[config.mk]
export PLATFORM = sky130hd
export DESIGN_NAME = sdram_port_arbiter_flat
export DESIGN_NICKNAME = d
export VERILOG_FILES = /design/src/rtl/sdram_port_arbiter_if.sv /design/src/rtl/sdram_port_arbiter.sv /design/src/flat_wrapper.sv
export SDC_FILE = /design/constraint.sdc
export NUM_CORES = 1
export LEC_CHECK = 0
export BUFFER_PORTS_ARGS = -buffer_cell sky130_fd_sc_hd__buf_4
export CAP_MARGIN = 0
export CORE_ASPECT_RATIO = 1.5
export CORE_MARGIN = 2
export CORE_UTILIZATION = 35
export CTS_CLUSTER_DIAMETER = 30
export DETAILED_ROUTE_END_ITERATION = 8
export PLACE_DENSITY_LB_ADDON = 0.25
export RECOVER_POWER = 100
export SYNTH_ARGS = -nofsm -noshare
export SYNTH_HDL_FRONTEND = slang
export SYNTH_SLANG_ARGS = --single-unit
[constraint.sdc]
create_clock -name clk -period 1.72 [get_ports clk]
set_clock_uncertainty 0.2 [all_clocks]
set_input_delay 0.172 -clock clk [delete_from_list [all_inputs] [get_ports clk]]
set_output_delay 0.172 -clock clk [all_outputs]
set_load 0.01 [all_outputs]
[src/rtl/sdram_port_arbiter_if.sv]
// sdram_port_arbiter_if: cache fill, CPU write and SDRAM controller signals of the port arbiter
interface sdram_port_arbiter_if;
    logic        cache_req;
    logic [31:0] cache_addr;
    logic        cache_fill;
    logic [15:0] cache_data;
    logic        wr_req;
    logic [31:0] wr_addr;
    logic [31:0] wr_data;
    logic [3:0]  wr_bytesel;
    logic        wr_ack;
    logic        ctl_req;
    logic        ctl_rw;
    logic [31:0] ctl_addr;
    logic [15:0] ctl_wdata;
    logic [1:0]  ctl_bytesel;
    logic        ctl_ack;
    logic        ctl_fill;
    logic [15:0] ctl_rdata;
    logic        busy;
    modport master (
        input  cache_req, cache_addr, wr_req, wr_addr, wr_data, wr_bytesel, ctl_ack, ctl_fill, ctl_rdata,
        output cache_fill, cache_data, wr_ack, ctl_req, ctl_rw, ctl_addr, ctl_wdata, ctl_bytesel, busy
    );
    modport slave (
        output cache_req, cache_addr, wr_req, wr_addr, wr_data, wr_bytesel, ctl_ack, ctl_fill, ctl_rdata,
        input  cache_fill, cache_data, wr_ack, ctl_req, ctl_rw, ctl_addr, ctl_wdata, ctl_bytesel, busy
    );
endinterface

[src/rtl/sdram_port_arbiter.sv]
// sdram_port_arbiter: shares one 16-bit SDRAM controller port between 8-halfword cache fills and split 32-bit CPU writes
module sdram_port_arbiter (
    input logic clk,
    input logic reset,
    sdram_port_arbiter_if.master bus
);
    localparam logic [2:0] IDLE = 3'd0, RD_REQ = 3'd1, RD_BURST = 3'd2, WR_HI = 3'd3,
                           WR_LO = 3'd4, WR_DONE = 3'd5, WR_WAIT = 3'd6;
    logic [2:0]  state;
    logic [2:0]  fill_cnt;
    logic        last_grant;
    logic [15:0] lo_data;
    logic [1:0]  lo_sel;
    logic        acked, grant_rd, grant_wr, fill_en;
    assign acked    = bus.ctl_req & bus.ctl_ack;
    // last_grant high means the previous grant went to the write side
    assign grant_rd = bus.cache_req & (~bus.wr_req | last_grant);
    assign grant_wr = bus.wr_req & ~grant_rd;
    assign fill_en  = bus.ctl_fill & (state == RD_BURST | (state == RD_REQ & acked));
    assign bus.cache_fill = bus.ctl_fill & (state == RD_REQ | state == RD_BURST);
    assign bus.cache_data = bus.ctl_rdata;
    assign bus.busy       = state != IDLE;
    always_ff @(posedge clk) begin
        if (reset) begin
            state           <= IDLE;
            fill_cnt        <= 3'd0;
            last_grant      <= 1'b1;
            lo_data         <= 16'd0;
            lo_sel          <= 2'd0;
            bus.ctl_req     <= 1'b0;
            bus.ctl_rw      <= 1'b1;
            bus.ctl_addr    <= 32'd0;
            bus.ctl_wdata   <= 16'd0;
            bus.ctl_bytesel <= 2'd0;
            bus.wr_ack      <= 1'b0;
        end else begin
            bus.wr_ack <= 1'b0;
            case (state)
                IDLE: begin
                    if (grant_rd) begin
                        state        <= RD_REQ;
                        last_grant   <= 1'b0;
                        fill_cnt     <= 3'd0;
                        bus.ctl_rw   <= 1'b1;
                        bus.ctl_addr <= {bus.cache_addr[31:2], 2'b00};
                    end else if (grant_wr) begin
                        last_grant <= 1'b1;
                        bus.ctl_rw <= 1'b0;
                        lo_data    <= bus.wr_data[15:0];
                        lo_sel     <= bus.wr_bytesel[1:0];
                        if (|bus.wr_bytesel[3:2]) begin
                            state           <= WR_HI;
                            bus.ctl_addr    <= {bus.wr_addr[31:2], 2'b00};
                            bus.ctl_wdata   <= bus.wr_data[31:16];
                            bus.ctl_bytesel <= bus.wr_bytesel[3:2];
                        end else if (|bus.wr_bytesel[1:0]) begin
                            state           <= WR_LO;
                            bus.ctl_addr    <= {bus.wr_addr[31:2], 2'b10};
                            bus.ctl_wdata   <= bus.wr_data[15:0];
                            bus.ctl_bytesel <= bus.wr_bytesel[1:0];
                        end else begin
                            state      <= WR_DONE;
                            bus.wr_ack <= 1'b1;
                        end
                    end
                end
                RD_REQ: begin
                    bus.ctl_req <= ~acked;
                    if (acked) state <= RD_BURST;
                end
                WR_HI: begin
                    bus.ctl_req <= ~acked;
                    if (acked && |lo_sel) begin
                        state           <= WR_LO;
                        bus.ctl_addr    <= {bus.ctl_addr[31:2], 2'b10};
                        bus.ctl_wdata   <= lo_data;
                        bus.ctl_bytesel <= lo_sel;
                    end else if (acked) begin
                        state      <= WR_DONE;
                        bus.wr_ack <= 1'b1;
                    end
                end
                WR_LO: begin
                    bus.ctl_req <= ~acked;
                    if (acked) begin
                        state      <= WR_DONE;
                        bus.wr_ack <= 1'b1;
                    end
                end
                WR_DONE: state <= WR_WAIT;
                WR_WAIT: if (!bus.wr_req) state <= IDLE;
                RD_BURST: ;
                default: state <= IDLE;
            endcase
            // the burst ends on the eighth forwarded halfword regardless of cache_req
            if (fill_en) begin
                fill_cnt <= fill_cnt + 3'd1;
                if (fill_cnt == 3'd7) state <= IDLE;
            end
        end
    end
endmodule

[src/flat_wrapper.sv]
// flat-port wrapper written by rule: the top's interface ports become plain ports
module sdram_port_arbiter_flat 
  (clk, reset, bus_cache_req, bus_cache_addr, bus_wr_req, bus_wr_addr, bus_wr_data, bus_wr_bytesel, bus_ctl_ack, bus_ctl_fill, bus_ctl_rdata, bus_cache_fill, bus_cache_data, bus_wr_ack, bus_ctl_req, bus_ctl_rw, bus_ctl_addr, bus_ctl_wdata, bus_ctl_bytesel, bus_busy);
  sdram_port_arbiter_if bus_i ();
  input logic clk;
  input logic reset;
  input wire logic [$bits(bus_i.cache_req)-1:0] bus_cache_req;
  input wire logic [$bits(bus_i.cache_addr)-1:0] bus_cache_addr;
  input wire logic [$bits(bus_i.wr_req)-1:0] bus_wr_req;
  input wire logic [$bits(bus_i.wr_addr)-1:0] bus_wr_addr;
  input wire logic [$bits(bus_i.wr_data)-1:0] bus_wr_data;
  input wire logic [$bits(bus_i.wr_bytesel)-1:0] bus_wr_bytesel;
  input wire logic [$bits(bus_i.ctl_ack)-1:0] bus_ctl_ack;
  input wire logic [$bits(bus_i.ctl_fill)-1:0] bus_ctl_fill;
  input wire logic [$bits(bus_i.ctl_rdata)-1:0] bus_ctl_rdata;
  output wire logic [$bits(bus_i.cache_fill)-1:0] bus_cache_fill;
  output wire logic [$bits(bus_i.cache_data)-1:0] bus_cache_data;
  output wire logic [$bits(bus_i.wr_ack)-1:0] bus_wr_ack;
  output wire logic [$bits(bus_i.ctl_req)-1:0] bus_ctl_req;
  output wire logic [$bits(bus_i.ctl_rw)-1:0] bus_ctl_rw;
  output wire logic [$bits(bus_i.ctl_addr)-1:0] bus_ctl_addr;
  output wire logic [$bits(bus_i.ctl_wdata)-1:0] bus_ctl_wdata;
  output wire logic [$bits(bus_i.ctl_bytesel)-1:0] bus_ctl_bytesel;
  output wire logic [$bits(bus_i.busy)-1:0] bus_busy;
  assign bus_i.cache_req = bus_cache_req;
  assign bus_i.cache_addr = bus_cache_addr;
  assign bus_i.wr_req = bus_wr_req;
  assign bus_i.wr_addr = bus_wr_addr;
  assign bus_i.wr_data = bus_wr_data;
  assign bus_i.wr_bytesel = bus_wr_bytesel;
  assign bus_i.ctl_ack = bus_ctl_ack;
  assign bus_i.ctl_fill = bus_ctl_fill;
  assign bus_i.ctl_rdata = bus_ctl_rdata;
  assign bus_cache_fill = bus_i.cache_fill;
  assign bus_cache_data = bus_i.cache_data;
  assign bus_wr_ack = bus_i.wr_ack;
  assign bus_ctl_req = bus_i.ctl_req;
  assign bus_ctl_rw = bus_i.ctl_rw;
  assign bus_ctl_addr = bus_i.ctl_addr;
  assign bus_ctl_wdata = bus_i.ctl_wdata;
  assign bus_ctl_bytesel = bus_i.ctl_bytesel;
  assign bus_busy = bus_i.busy;
  sdram_port_arbiter u_core (.clk(clk), .reset(reset), .bus(bus_i));
endmodule
# Yosys cells after proc, flatten, opt, wreduce, memory -nomap -nowiden
# Index checks and enable logic that the tools add are counted.
# W data, S select, Z words.
# op_classes
add_sub_neg	1
n_mul	0
div_mod_pow	0
magnitude_cmp	0
n_eq_ne	13
n_shift	0
mux	43
n_bitwise	13
reduce_logical	18
# op_table
cell	n
$mux W32	4
$mux W16	5
$pmux W32 S2	1
$mux W3	12
$pmux W16 S2	1
$pmux W3 S7	1
$eq A3 B3 Y1 const B	4
$mux W2	6
$mux W1	11
$reduce_and A4 Y1	2
$reduce_bool A2 Y1	4
$and A1 B1 Y1	6
$eq A3 B2 Y1 const B	2
$ne A3 B1 Y1 const B	2
$reduce_bool A3 Y1	2
$reduce_or A2 Y1	3
$reduce_and A5 Y1	1
$ne A2 B1 Y1 const B	2
$ne A4 B1 Y1 const B	1
$not A1 Y1	4
$pmux W2 S2	1
$reduce_and A2 Y1	2
$add A3 B1 Y3 const B	1
$eq A3 B1 Y1 const B	1
other kinds (7)	9
# word_totals
regBits	78
latch_bits	0
ram_bits	0
romBits	0
output_inout_bits	71
memories	0

# Depth between registers and ports, before layout
# logic_depth
ltp_word	10
depth_mapped	7
ltp_nobuf	4

# Worst setup path before layout
# Ideal clock, no wire load.
# synth_path
kind	reg2reg
start	register u_core.state[2]
end	register u_core.bus.ctl_wdata[0]
t_arrival_ps	1565
required_time_ps	1453
slack_ps	-112
path_stages_with_launch	7
path_buffers	2
cell_sequence	dfxtp_1 buf_6 nor4b_4 nand3_4 buf_6 a221o_1 a21oi_2
# synth_between
elab_chain_cells	3
# synth_rtl
item	line	text
start, declared	sdram_port_arbiter.sv:9	logic [2:0] state;
start signal, assigned	sdram_port_arbiter.sv:25	state <= IDLE;
start signal, assigned	sdram_port_arbiter.sv:41	state <= RD_REQ;
start signal, assigned	sdram_port_arbiter.sv:52	state <= WR_HI;
$eq A3 B2 Y1 or $logic_not A3 Y1 (tied branches)	sdram_port_arbiter.sv:38	case (state)
$ne A2 B1 Y1 (no source line) (tied with other cells)	-	
$reduce_and A5 Y1 (no source line)	-	
end signal, assigned	sdram_port_arbiter.sv:54	bus.ctl_wdata <= bus.wr_data[31:16];
end signal, assigned	sdram_port_arbiter.sv:59	bus.ctl_wdata <= bus.wr_data[15:0];
end signal, assigned	sdram_port_arbiter.sv:76	bus.ctl_wdata <= lo_data;
end, declared	sdram_port_arbiter_if.sv:23	output cache_fill, cache_data, wr_ack, ctl_req, ctl_rw, ctl_addr, ctl_wdata, ctl_bytesel, busy
# Several ways; a longest one is shown, not always the timed one.
# A chain may end at the register's enable or synchronous reset.

# Final worst setup path
# layout_path
start	register u_core.state[0]
end	register u_core.bus.ctl_bytesel[0]
# layout_between
elab_chain_cells	3
# layout_rtl
item	line	text
$eq A3 B2 Y1 or $logic_not A3 Y1 (tied branches)	sdram_port_arbiter.sv:38	
$ne A2 B1 Y1 (no source line) (tied with other cells)	-	
$reduce_and A5 Y1 (no source line)	-	
end signal, assigned	sdram_port_arbiter.sv:55	bus.ctl_bytesel <= bus.wr_bytesel[3:2];
end signal, assigned	sdram_port_arbiter.sv:60	bus.ctl_bytesel <= bus.wr_bytesel[1:0];
end signal, assigned	sdram_port_arbiter.sv:77	bus.ctl_bytesel <= lo_sel;
end, declared	sdram_port_arbiter_if.sv:23	
# Several ways; a longest one is shown, not always the timed one.

==> flow_summary.ini <==
[drt]
vias_per_cell = 5.23
antenna_left = 0
drc = 0
postRouteWirelength_mm = 14.2
vias = 4542
drt_iter0_drc = 249
firstDrtPassIters = 4
wl_per_cell_um = 16.4

[sta]
period_minus_slack_ns = 1.83
rsz0062_at_grt = yes
worst_pin_slew_ns = 0.509
fin_crit_sh = 1.06
fmax_ghz = 0.546
worst_slack_ns = -0.110
slew_viol_final = 0
final_hold_viol_count = 0
maxSlewHeadroom = 0.660
setup_viol = 50

[synth]
synth_area_leaders = dfxtp_1, nand2_1, a311oi_1
synth_edf_count = 0
synth_compound_area_frac = 0.208
synthXorXnorAreaFrac = 0
ys_ff_latch = 77
synth.avg_cell_area_um2 = 8.13
synth-adder-area-share = 0.00649
synthCells = 474
synth_simple_gate_area_share = 0.239
synth_top_area_share = 0.400
synth_nets = 598
muxShareOfSynthArea = 0.0471
synth_top_flop_cell = dfxtp_1
syn_area_um2 = 3850
yosysTopAreaCell = dfxtp_1
synth_warnings = 0
synth_top_family_by_area = simple AND/OR/NAND/NOR gates
yosysSeqAreaShare = 0.400
netlist-cell-type-count = 42
ys_async_sr_fraction = 0

[run_status]
violations = negative setup slack
status = finished with violations

[global_routing]
grt_pass1_vias = 4543
top_usage_layer = met2
grt_remaining_overflow = 0
gr-usage-met2 = 0.405
grt_pass1_wl_mm = 21.8
grtUsageMet1 = 0.262
grt_usage = 0.230
groute.layer.met3.usage = 0.0524
antenna_found_initial = 0
grt_max_degree = 40

[hold_path]
hold_end = u_core.bus.ctl_req
whs_path_depth = 4
hp-class = input pin to flip-flop
min_from = bus_ctl_ack

[setup_path]
end_kind = flip-flop
reg2reg_slack_ns = -0.11
path_cells = buf_4 -> and3b_2 -> o211ai_4 -> buf_12 -> bufbuf_16 -> nand3_1 -> a21oi_2
r2r_cells = 7
r2r_end = u_core.bus.ctl_bytesel[0]
required_ns = 1.78
slowest_delay_ns = 0.36
crit_arrival_ns = 1.89
path_max_fanout = 7
critPathLaunchType = flip-flop
reg2reg_from = u_core.state[0]
critPathKind = flip-flop to flip-flop
cp_slowest_cell = dfxtp_4

[cells_and_area]
final_cell_mix = buf_4, dlygate4sd3_1, dfxtp_1, nand2_1, clkbuf_1
nNetsFinal = 844
fillerInstances = 917
fin_util = 0.627
diodes = 0
synthToLayoutAreaGrowth_pct = 73.1
final_layout_size_suffix_gt1_frac = 0.309
final_common_cell = buf_4

[clocking]
cts_sinks = 77
clk_path_buf_depth = 2
cts_tree = done
clk_latency_ns = 0.33
cts_max_level = 3
clk_pin_slew_ns = 0.06
cts_buffers = 9
cts_root_buf = clkbuf_16

[flow_run]
cap_violations = 0

[die]
io_pins = 193
die_w_um = 89.7
start_util = 0.362
rows = 46
fp.dieH_um = 133
fp.coreArea_um2 = 10600
die_area_um2 = 11900

[place]
port_buffers = 155
dp_hpwl_mm = 8.18
routabilityCongestion = 0.831
post-place-ws_ns = -0.186

[pwr]
leakagePower_nw = 2.78
vdd_ir_drop_max_uv = 577
power.density_nw_per_um2 = 935
## cells in the mapped netlist (2+ instances only)
| master | instances |
|---|---|
| a211oi_1 | 2 |
| buf_6 | 8 |
| inv_1 | 4 |
| mux2i_1 | 17 |
| dfxtp_1 | 77 |
| a311oi_1 | 30 |
| nand2b_1 | 6 |
| nand3_1 | 50 |
| buf_2 | 7 |
| nor2_1 | 51 |
| a221o_1 | 18 |
| o21ai_0 | 6 |
| a21oi_1 | 49 |
| nand2_1 | 73 |
| clkbuf_1 | 25 |
| nor3_1 | 3 |
| buf_4 | 19 |
| ha_1 | 2 |
| a31oi_1 | 2 |
| nand3b_1 | 3 |
## routing by layer
layer / routed length [um] / vias to the layer above
li1: - / 2176
met1: 5570 / 2154
met2: 7430 / 190
met3: 1010 / 22
met4: 231 / 0
met5: 0 / -
## report_power, final
group | internal [mW] | total [mW] | switching [mW]
logic | 1.07 | 2.06 | 0.996
clock network | 1.27 | 2.01 | 0.740
registers | 2.02 | 2.17 | 0.150
total | 4.35 | 6.24 | 1.89
## worst max path at each step
| stage | startpoint | to | slack, ns | cells past startpoint |
|---|---|---|---|---|
| floorplan | u_core.state[2] | u_core.bus.ctl_wdata[0] | -0.1 | 6 |
| global placement | bus_wr_bytesel[0] | u_core.bus.ctl_addr[12] | -0.13 | 5 |
| finish | u_core.state[0] | u_core.bus.ctl_bytesel[0] | -0.11 | 7 |
| global route | u_core.state[0] | u_core.bus.ctl_bytesel[0] | -0.20 | 7 |
| CTS | u_core.state[2] | u_core.bus.ctl_wdata[9] | -0.11 | 6 |
| detailed placement | bus_wr_bytesel[0] | u_core.bus.ctl_addr[29] | -0.19 | 5 |
## state kept, by name, summed over array words and instances, names as in the netlist
name                    cells
u_core.lo_data             16
u_core.bus.ctl_bytesel      2
u_core.bus.wr_ack           1
u_core.lo_sel               2
u_core.bus.ctl_rw           1
u_core.bus.ctl_addr        31
u_core.bus.ctl_req          1
u_core.last_grant           1
u_core.fill_cnt             3
u_core.state                3
u_core.bus.ctl_wdata       16
## cell type report
class	instances	area [um2]	area share
clock buffers	10	229	0.0343
clock inverters	6	87.6	0.0131
inverters	4	15.0	0.00225
multi-input cells	333	2090	0.313
flip-flops and latches	77	1550	0.232
well taps	144	180	0.0270
repair buffers	295	2520	0.378
## timing repair
| action | in CTS | in global routing |
|---|---|---|
| hold buffers | 77 | 0 |
| gates resized for setup | 20 | 36 |
| buffers inserted | 10 | 3 |
| hold endpoints to repair | 47 | 0 |
| gates cloned | 6 | 3 |
| setup endpoints to repair | 74 | 73 |
| pin swaps | 20 | 13 |
## kinds of logic after synthesis
group | after synthesis
buffers and inverters | 64
multiplexers | 18
other | 1
flip-flops | 77
AND/OR/NAND/NOR | 199
adder cells (fa/ha/maj) | 2
AO/OA/AOI/OAI | 113
## stage by stage
stage | setup TNS, ns | area, um2 | std cells | power, mW | hold WS (ns)
2_1_floorplan | -2.58 | 3860 | 474 | 3.09 | 0.108
3_3_place_gp | -5.52 | 5250 | 755 | 3.78 | 0.144
3_5_place_dp | -6.52 | 5250 | 755 | 3.82 | 0.144
4_1_cts | -3.47 | 6690 | 864 | 6.23 | 0.0102
5_1_grt | -9.19 | 6670 | 869 | 6.56 | 0.0237
6_report | -3.32 | 6670 | 869 | 6.24 | 0.0182
## critical path: cells and delay by family, from the launching register on
| family | cells | cell delay, ns |
|---|---|---|
| compound gates | 2 | 0.32 |
| flops | 1 | 0.36 |
| simple gates | 2 | 0.31 |
| buf+inv | 3 | 0.58 |
Power figures use the tool's default switching activity.
